--- src/rtl/count_mon_pkg.sv ---
// Shared types and constants for the count_monitor block.
package count_mon_pkg;

  // Monitor tracking state.
  typedef enum logic [1:0] {
    StUnlocked,
    StSync,
    StLocked
  } mon_state_e;

  // Statistics counter widths.
  localparam int unsigned WrapCountW = 16;
  localparam int unsigned ErrCountW  = 8;

  // Width of the consecutive-legal-step counter (LOCK_LEN tops out at 15).
  localparam int unsigned MatchW = 4;

endpackage

--- src/rtl/count_monitor_sat_counter.sv ---
// Saturating up-counter with synchronous active-high reset.
module sat_counter #(
  parameter int unsigned Width = 8
) (
  input  logic             clk_i,
  input  logic             reset_i,
  input  logic             inc_i,
  output logic [Width-1:0] count_o
);

  logic [Width-1:0] count_q, count_d;

  // Next count: increment on request, hold once all-ones is reached.
  always_comb begin
    count_d = count_q;
    if (inc_i && (count_q != '1)) begin
      count_d = count_q + Width'(1);
    end
  end

  // Count register.
  always_ff @(posedge clk_i) begin
    if (reset_i) begin
      count_q <= '0;
    end else begin
      count_q <= count_d;
    end
  end

  assign count_o = count_q;

endmodule

--- src/rtl/count_monitor.sv ---
// Monitors a free-running mod-N counter, locks after LOCK_LEN legal steps and
// flags errors, wraps and upstream restarts as registered one-cycle pulses.
// Optional statistics counters are built only when COUNT_MON_STATS_EN is defined;
// otherwise wrap_count and err_count read 0.
module count_monitor
  import count_mon_pkg::*;
#(
  parameter int unsigned N        = 10,
  parameter int unsigned LOCK_LEN = 3,
  localparam int unsigned W       = $clog2(N)
) (
  input  logic                  clk,
  input  logic                  reset,
  input  logic [W-1:0]          q,
  input  logic                  cnt_en,
  output logic                  locked,
  output logic                  err,
  output logic                  wrap,
  output logic                  restart,
  output logic [WrapCountW-1:0] wrap_count,
  output logic [ErrCountW-1:0]  err_count
);

  localparam logic [W:0]        NExt    = (W + 1)'(N);
  localparam logic [W-1:0]      QMax    = W'(N - 1);
  localparam logic [MatchW-1:0] LockCnt = MatchW'(LOCK_LEN);

  mon_state_e        state_q, state_d;
  logic [MatchW-1:0] match_q, match_d;
  logic [W-1:0]      q_prev_q;
  logic              locked_q, locked_d;
  logic              err_q, err_d;
  logic              wrap_q, wrap_d;
  logic              restart_q, restart_d;

  logic              in_range;
  logic              step_ok;
  logic              is_wrap;
  logic              is_restart;
  logic [W-1:0]      q_next;
  logic [MatchW-1:0] match_inc;

  // Step classification of the current sample against the previous one.
  always_comb begin
    in_range   = ({1'b0, q} < NExt);
    q_next     = (q_prev_q == QMax) ? '0 : q_prev_q + W'(1);
    step_ok    = cnt_en ? (q == q_next) : (q == q_prev_q);
    is_wrap    = cnt_en && (q_prev_q == QMax) && (q == '0);
    // A jump to 0 from mid-count is an upstream reset, not a fault.
    is_restart = (q == '0) && (q_prev_q != QMax) && (q_prev_q != '0);
    match_inc  = match_q + MatchW'(1);
  end

  // Next-state and pulse decode.
  always_comb begin
    state_d   = state_q;
    match_d   = match_q;
    err_d     = 1'b0;
    wrap_d    = 1'b0;
    restart_d = 1'b0;
    case (state_q)
      StUnlocked: begin
        if (!in_range) begin
          err_d = 1'b1;
        end else begin
          state_d = StSync;
          match_d = '0;
        end
      end
      StSync: begin
        if (!in_range) begin
          err_d   = 1'b1;
          state_d = StUnlocked;
          match_d = '0;
        end else if (step_ok) begin
          wrap_d = is_wrap;
          if (match_inc == LockCnt) begin
            state_d = StLocked;
            match_d = '0;
          end else begin
            match_d = match_inc;
          end
        end else begin
          // Mismatches while synchronising are silent.
          match_d = '0;
        end
      end
      StLocked: begin
        if (!in_range) begin
          err_d   = 1'b1;
          state_d = StUnlocked;
          match_d = '0;
        end else if (is_restart) begin
          restart_d = 1'b1;
        end else if (step_ok) begin
          wrap_d = is_wrap;
        end else begin
          err_d   = 1'b1;
          state_d = StSync;
          match_d = '0;
        end
      end
      default: begin
        state_d = StUnlocked;
        match_d = '0;
      end
    endcase
    locked_d = (state_d == StLocked);
  end

  // State, sample history and registered outputs; reset suppresses any pulse.
  always_ff @(posedge clk) begin
    if (reset) begin
      state_q   <= StUnlocked;
      match_q   <= '0;
      q_prev_q  <= '0;
      locked_q  <= 1'b0;
      err_q     <= 1'b0;
      wrap_q    <= 1'b0;
      restart_q <= 1'b0;
    end else begin
      state_q   <= state_d;
      match_q   <= match_d;
      q_prev_q  <= q;
      locked_q  <= locked_d;
      err_q     <= err_d;
      wrap_q    <= wrap_d;
      restart_q <= restart_d;
    end
  end

  assign locked  = locked_q;
  assign err     = err_q;
  assign wrap    = wrap_q;
  assign restart = restart_q;

`ifdef COUNT_MON_STATS_EN
  // Counters advance on the same edge that registers their pulse.
  sat_counter #(
    .Width(WrapCountW)
  ) u_wrap_count (
    .clk_i  (clk),
    .reset_i(reset),
    .inc_i  (wrap_d),
    .count_o(wrap_count)
  );

  sat_counter #(
    .Width(ErrCountW)
  ) u_err_count (
    .clk_i  (clk),
    .reset_i(reset),
    .inc_i  (err_d),
    .count_o(err_count)
  );
`else
  assign wrap_count = '0;
  assign err_count  = '0;
`endif

endmodule
--- config.mk ---
export PLATFORM = sky130hd
export DESIGN_NAME = count_monitor
export DESIGN_NICKNAME = d
export VERILOG_FILES = /design/src/rtl/count_mon_pkg.sv /design/src/rtl/count_monitor_sat_counter.sv /design/src/rtl/count_monitor.sv
export SDC_FILE = /design/constraint.sdc
export NUM_CORES = 1
export LEC_CHECK = 0
export ABC_CLOCK_PERIOD_IN_PS = 5000
export BUFFER_PORTS_ARGS = -buffer_cell sky130_fd_sc_hd__buf_2
export CORE_UTILIZATION = 45
export CTS_CLUSTER_DIAMETER = 40
export DETAILED_ROUTE_END_ITERATION = 7
export GPL_TIMING_DRIVEN = 0
export PLACE_DENSITY = 0.72
export SETUP_SLACK_MARGIN = 0.02
export SYNTH_ARGS = -nofsm -noshare
export SYNTH_HDL_FRONTEND = slang
export SYNTH_SLANG_ARGS = --single-unit
--- constraint.sdc ---
create_clock -name clk -period 5 [get_ports clk]
set_input_delay 0 -clock clk [delete_from_list [all_inputs] [get_ports clk]]
set_output_delay 0 -clock clk [all_outputs]
set_load 0.01 [all_outputs]
## Word level (Yosys, flattened, before mapping)

Index checks and enable logic that the tools add are counted.
Widths: inputs -> output; s select.

- Bits in latches: 0
- RAM bits: 0
- Memories kept: 0
- Bits of input ports: 7
- Word-level logic and storage cells: 62
- Flip-flop bits (word level): 14
- Memory bits (read-only): 0
- Output and inout port bits: 28

- Eq/ne operators: 11
- Divide/modulo/power cells: 0
- Multiplexer cells: 29
- $mul: 0
- Shift operators: 0
- Bitwise logic cells: 2
- $lt $le $gt $ge: 1
- $add $sub $neg: 2
- Reductions and logical operators: 10

Operators with widths:

| kind | number |
|---|---|
| $mux 4 | 8 |
| $mux 2 | 7 |
| $pmux 4 s3 | 1 |
| $mux 1 | 10 |
| $add 4x1->4 const B | 2 |
| $eq 4x4->1 | 2 |
| $ne 3x3->1 const B | 2 |
| $pmux 2 s3 | 1 |
| $eq 2x2->1 const B | 2 |
| $eq 4x2->1 const B | 1 |
| $eq 4x4->1 const B | 1 |
| $logic_and 1x1->1 | 4 |
| $logic_not 4->1 | 1 |
| $lt 4x4->1 const B | 1 |
| $ne 4x4->1 const B | 1 |
| $pmux 1 s2 | 2 |
| $reduce_bool 4->1 | 1 |
| $reduce_and 3->1 | 1 |
| $reduce_or 3->1 | 1 |
| $eq 2x1->1 const B | 1 |
| $logic_not 2->1 | 1 |
| $ne 2x2->1 const B | 1 |
| $not 1->1 | 2 |
| $reduce_or 2->1 | 1 |

## Depth between registers and ports, before layout

- Depth after elaboration: 9
- Gate-level depth with buffers: 8
- Mapped depth without buffers: 8

## Least setup slack after synthesis

OpenSTA, ideal clock, no wires.

- Path type: reg-to-reg
- Start point: register q_prev_q[0]
- End point: register match_q[3]
- Path slack: 2.812 ns
- Library setup time: 0.074 ns
- Arrival: 2.114 ns
- Period minus slack after synthesis: 2.188 ns
- Required time: 4.926 ns
- Buffers on the path: 0
- Stages on the path, launching flop included: 7
- Path through: dfxtp_1 nand2_1 or4b_1 a211oi_2 nand4_2 or4_1 a31oi_1

- Word-level cells in the longest chain between the ends: 7
- Elaborated cells between the ends (all ways): 16
- Classes of those cells: add/sub: 1; eq/ne: 6; mux: 5; reduce/logical: 4

Ends and longest elaborated chain:

| element | line | RTL |
|---|---|---|
| from (decl) | count_monitor.sv:30 | `logic [W-1:0] q_prev_q;` |
| from (signal assigned) | count_monitor.sv:124 | `q_prev_q <= q;` |
| $add 4x1->4 / $eq 4x4->1 (equally long branches) | count_monitor.sv:46 | `q_next = (q_prev_q == QMax) ? '0 : q_prev_q + W'(1);` |
| $mux 4 | count_monitor.sv:46 |  |
| $eq 4x4->1 | count_monitor.sv:47 | `step_ok = cnt_en ? (q == q_next) : (q == q_prev_q);` |
| $mux 1 | count_monitor.sv:47 |  |
| $mux 4 | count_monitor.sv:75 | `end else if (step_ok) begin` |
| $mux 4 | count_monitor.sv:71 | `if (!in_range) begin` |
| $pmux 4 s3 | count_monitor.sv:61 | `case (state_q)` |
| to (signal assigned) | count_monitor.sv:123 | `match_q <= match_d;` |
| to (decl) | count_monitor.sv:29 | `logic [MatchW-1:0] match_q, match_d;` |

Several ways; a longest one is shown, not always the timed one.
A chain may end at the register's enable or synchronous reset.

## Worst setup path in the final report

- Start point: register q_prev_q[0]
- End point: register match_q[2]

The elaborated chain is that of the path after synthesis.

==> impl_metrics.xml <==
<?xml version="1.0" encoding="UTF-8"?>
<metrics>
  <group name="timing">
    <metric name="report.final.hold_viol_count" unit="">2</metric>
    <metric name="setup_slack" unit="ns">2.50</metric>
    <metric name="setup_total_negative_slack" unit="ns">0</metric>
    <metric name="slew_violations" unit="">0</metric>
    <metric name="final.setup_skew" unit="ns">0.00473</metric>
    <metric name="max_freq" unit="GHz">0.400</metric>
    <metric name="hold-worst-slack" unit="ns">-0.00848</metric>
    <metric name="fin_crit_sh" unit="%">50.1</metric>
    <metric name="slew_headroom" unit="%">61.1</metric>
    <metric name="tightestPinTransition" unit="ns">0.578</metric>
    <metric name="finalCriticalPeriod" unit="ns">2.50</metric>
    <metric name="rsz0062_at_grt" unit="">false</metric>
    <metric name="setup_viol" unit="">0</metric>
  </group>
  <group name="routing">
    <metric name="routed-via-count" unit="">936</metric>
    <metric name="route.detailed.drc" unit="">0</metric>
    <metric name="routed_wire_length_per_instance" unit="µm">10.4</metric>
    <metric name="routed_via_density" unit="">4.80</metric>
    <metric name="antenna_left" unit="">0</metric>
    <metric name="drt-pass1-iter-count" unit="">4</metric>
    <metric name="finalWirelength" unit="mm">2.03</metric>
    <metric name="drt_iter0_markers" unit="">40</metric>
  </group>
  <group name="cells_and_area">
    <metric name="area.growth.synth_to_final" unit="%">22.5</metric>
    <metric name="postLayoutCellArea" unit="mm²">0.00129</metric>
    <metric name="share_of_final_layout_standard_cells_stronger_than_drive_strength_1" unit="%">26.9</metric>
    <metric name="postLayoutCoreUtil" unit="%">58.5</metric>
    <metric name="layout_common_cells" unit="">24 x buf_4, 24 x conb_1, 14 x nand2_1, 14 x dfxtp_1, 10 x buf_2</metric>
    <metric name="final_net_count" unit="">181</metric>
    <metric name="antennaDiodeCount" unit="">0</metric>
    <metric name="stdcell_count" unit="">195</metric>
  </group>
  <group name="clocking">
    <metric name="max-clock-path-buffers" unit="">2</metric>
    <metric name="cts-htree-levels" unit="">1</metric>
    <metric name="insertion_delay" unit="ns">0.29</metric>
    <metric name="cts.sink_count" unit="">14</metric>
    <metric name="cts-resized-gates" unit="">0</metric>
    <metric name="clock-root-buffer" unit="">clkbuf_4</metric>
    <metric name="worst_setup_hold_path_clk_slew" unit="ns">0.09</metric>
    <metric name="tritoncts" unit="">yes</metric>
    <metric name="cts_bufs_inserted" unit="">3</metric>
  </group>
  <group name="die">
    <metric name="core_area" unit="mm²">0.00221</metric>
    <metric name="dieHeight" unit="µm">50.5</metric>
    <metric name="ios" unit="">35</metric>
    <metric name="initial_utilization" unit="%">47.8</metric>
    <metric name="floorplan.die_area" unit="mm²">0.00255</metric>
    <metric name="horizontal_extent_of_the_die" unit="µm">50.5</metric>
    <metric name="placement_rows" unit="">17</metric>
  </group>
  <group name="critical_path">
    <metric name="worstPathRequired" unit="ns">5.22</metric>
    <metric name="timing.critical_path.buf_inv" unit="">0</metric>
    <metric name="start_kind" unit="">flop</metric>
    <metric name="path_max_fanout" unit="">6</metric>
    <metric name="critical_path_end_type" unit="">flop</metric>
    <metric name="timing.critical_path.arrival" unit="ns">2.72</metric>
    <metric name="cells_along_the_critical_path" unit="">nand2_1, or4b_1, a211oi_2, nand4_2, or4b_1, a31oi_1</metric>
    <metric name="worstSetupPathType" unit="">reg -&gt; reg</metric>
    <metric name="cp_common_cell" unit="">or4b_1</metric>
    <metric name="critPathTopFamily" unit="">simple AND/OR/NAND/NOR gates</metric>
    <metric name="cpPeakStageDelay" unit="ns">0.53</metric>
    <metric name="critical_path_s_slowest_cell" unit="">or4b_1</metric>
  </group>
  <group name="logic_synthesis">
    <metric name="synth_seq_cells" unit="">14</metric>
    <metric name="post-synth-top-area-cell" unit="">dfxtp_1</metric>
    <metric name="synth_flop_cell" unit="">dfxtp_1</metric>
    <metric name="synth_enable_flop_cells" unit="">0</metric>
    <metric name="synth_seq_area_share" unit="%">26.5</metric>
    <metric name="syn-instance-count" unit="">127</metric>
    <metric name="synth_top_area_share" unit="%">26.5</metric>
    <metric name="post_synth.cell_area_avg" unit="µm²">8.32</metric>
    <metric name="synth_cell_types" unit="">42</metric>
    <metric name="synthesis.area" unit="mm²">0.00106</metric>
    <metric name="yosys_warnings" unit="">0</metric>
    <metric name="cell_types_with_the_largest_area_share_after_synthesis" unit="">dfxtp_1 27%, buf_4 17%, ha_1 7.1%</metric>
    <metric name="synth_async_sr_flop_share" unit="%">0</metric>
  </group>
  <group name="placement">
    <metric name="dp_cells" unit="">188</metric>
    <metric name="dp_slack" unit="ns">2.53</metric>
    <metric name="detailed_place.area" unit="mm²">0.00123</metric>
    <metric name="gp_routability_congestion" unit="">0.903</metric>
    <metric name="port-buffer-count" unit="">10</metric>
    <metric name="detailedPlacementHpwl" unit="mm">1.58</metric>
  </group>
  <group name="global_route">
    <metric name="overflow_after_grt" unit="">0</metric>
    <metric name="maximum_number_of_pins_on_one_net_before_global_route_repair" unit="">11</metric>
    <metric name="groute.usage.overall" unit="%">16.9</metric>
    <metric name="wire_length_of_the_first_global_routing_pass" unit="mm">3.29</metric>
    <metric name="number_of_global_route_vias_before_repair" unit="">751</metric>
    <metric name="antenna_violations_before_repair" unit="">0</metric>
  </group>
  <group name="outcome">
    <metric name="violations" unit="">hold timing</metric>
    <metric name="run_status" unit="">finished with violations</metric>
  </group>
  <group name="power_and_ir_drop">
    <metric name="power_density" unit="mW/mm²">214</metric>
    <metric name="leakagePower" unit="nW">0.598</metric>
    <metric name="ir_drop" unit="mV">0.170</metric>
    <metric name="p_total" unit="µW">277</metric>
  </group>
  <group name="min_path">
    <metric name="hold_crit_class" unit="">in -&gt; reg</metric>
  </group>
  <group name="flow_run">
    <metric name="maxCapViolCount" unit="">0</metric>
  </group>
</metrics>
[flip-flops by register name, indices dropped and copies added (netlist names)]
signal	flops
err	1
state_q	2
wrap	1
locked	1
q_prev_q	4
match_q	4
restart	1
[layer usage]
layer	routed length (µm)	global-route usage, %
met5	0	0
met4	27	5.56
met3	107	3.64
met2	988	27.6
met1	909	22.0
[synthesized netlist by cell type (all sizes together) (2+ instances only)]
library cell and number:
nand2 14, nor2 2, o21a 2, o21ai 5
a31oi 3, nor2b 5, nand3 2, xnor2 3
a21oi 5, nand4 3, nor3 3, inv 6
o31ai 2, a31o 2, buf 25, nor4 2
or4b 3, ha 6, or4 3, dfxtp 14
[worst min-delay path, stage by stage]
cell and delay [ns]:
buf_2 0.13, inv_1 0.07, nor2_1 0.04
[power by group]
group | leakage [nW] | internal (mW) | switching (mW)
sequential | 0.114 | 0.115 | 0.00467
clock | 0.0210 | 0.0444 | 0.0391
combinational | 0.463 | 0.0333 | 0.0397
[kinds of logic (layout without fill, tap and decap cells)]
family                   after synthesis  count (layout)  share of synthesized area [%]
AND/OR/NAND/NOR                       44              44                           24.9
XOR/XNOR                               4               4                           3.31
flip-flops                            14              14                           26.5
buffers and inverters                 31              48                           20.2
other                                  1              24                          0.355
AO/OA/AOI/OAI                         27              27                           17.6
adder cells (fa/ha/maj)                6               6                           7.10
[final timing paths]
check | to | cells after the start | slack, ns | from
hold / removal | q_prev_q[0] | 3 | -0.008 | q[0]
hold reg to reg | wrap | 2 | 0.51 | q_prev_q[3]
setup reg to reg | match_q[2] | 6 | 2.50 | q_prev_q[0]
setup / recovery | match_q[2] | 6 | 2.50 | q_prev_q[0]
[cell type report]
cell class / count / area (µm²)
sequential: 14 / 280
timing repair buffer: 13 / 80.1
clock buffer: 4 / 36.3
multi-input combinational: 105 / 649
fill: 203 / 917
buffer: 25 / 191
tap: 28 / 35.0
inverter: 6 / 22.5
[timing repair]
action,4_1_cts,5_1_grt
endpoints found under the hold margin,2,1
hold buffers,2,1
setup buffers,0,0
(Power assumes the default switching activity.)
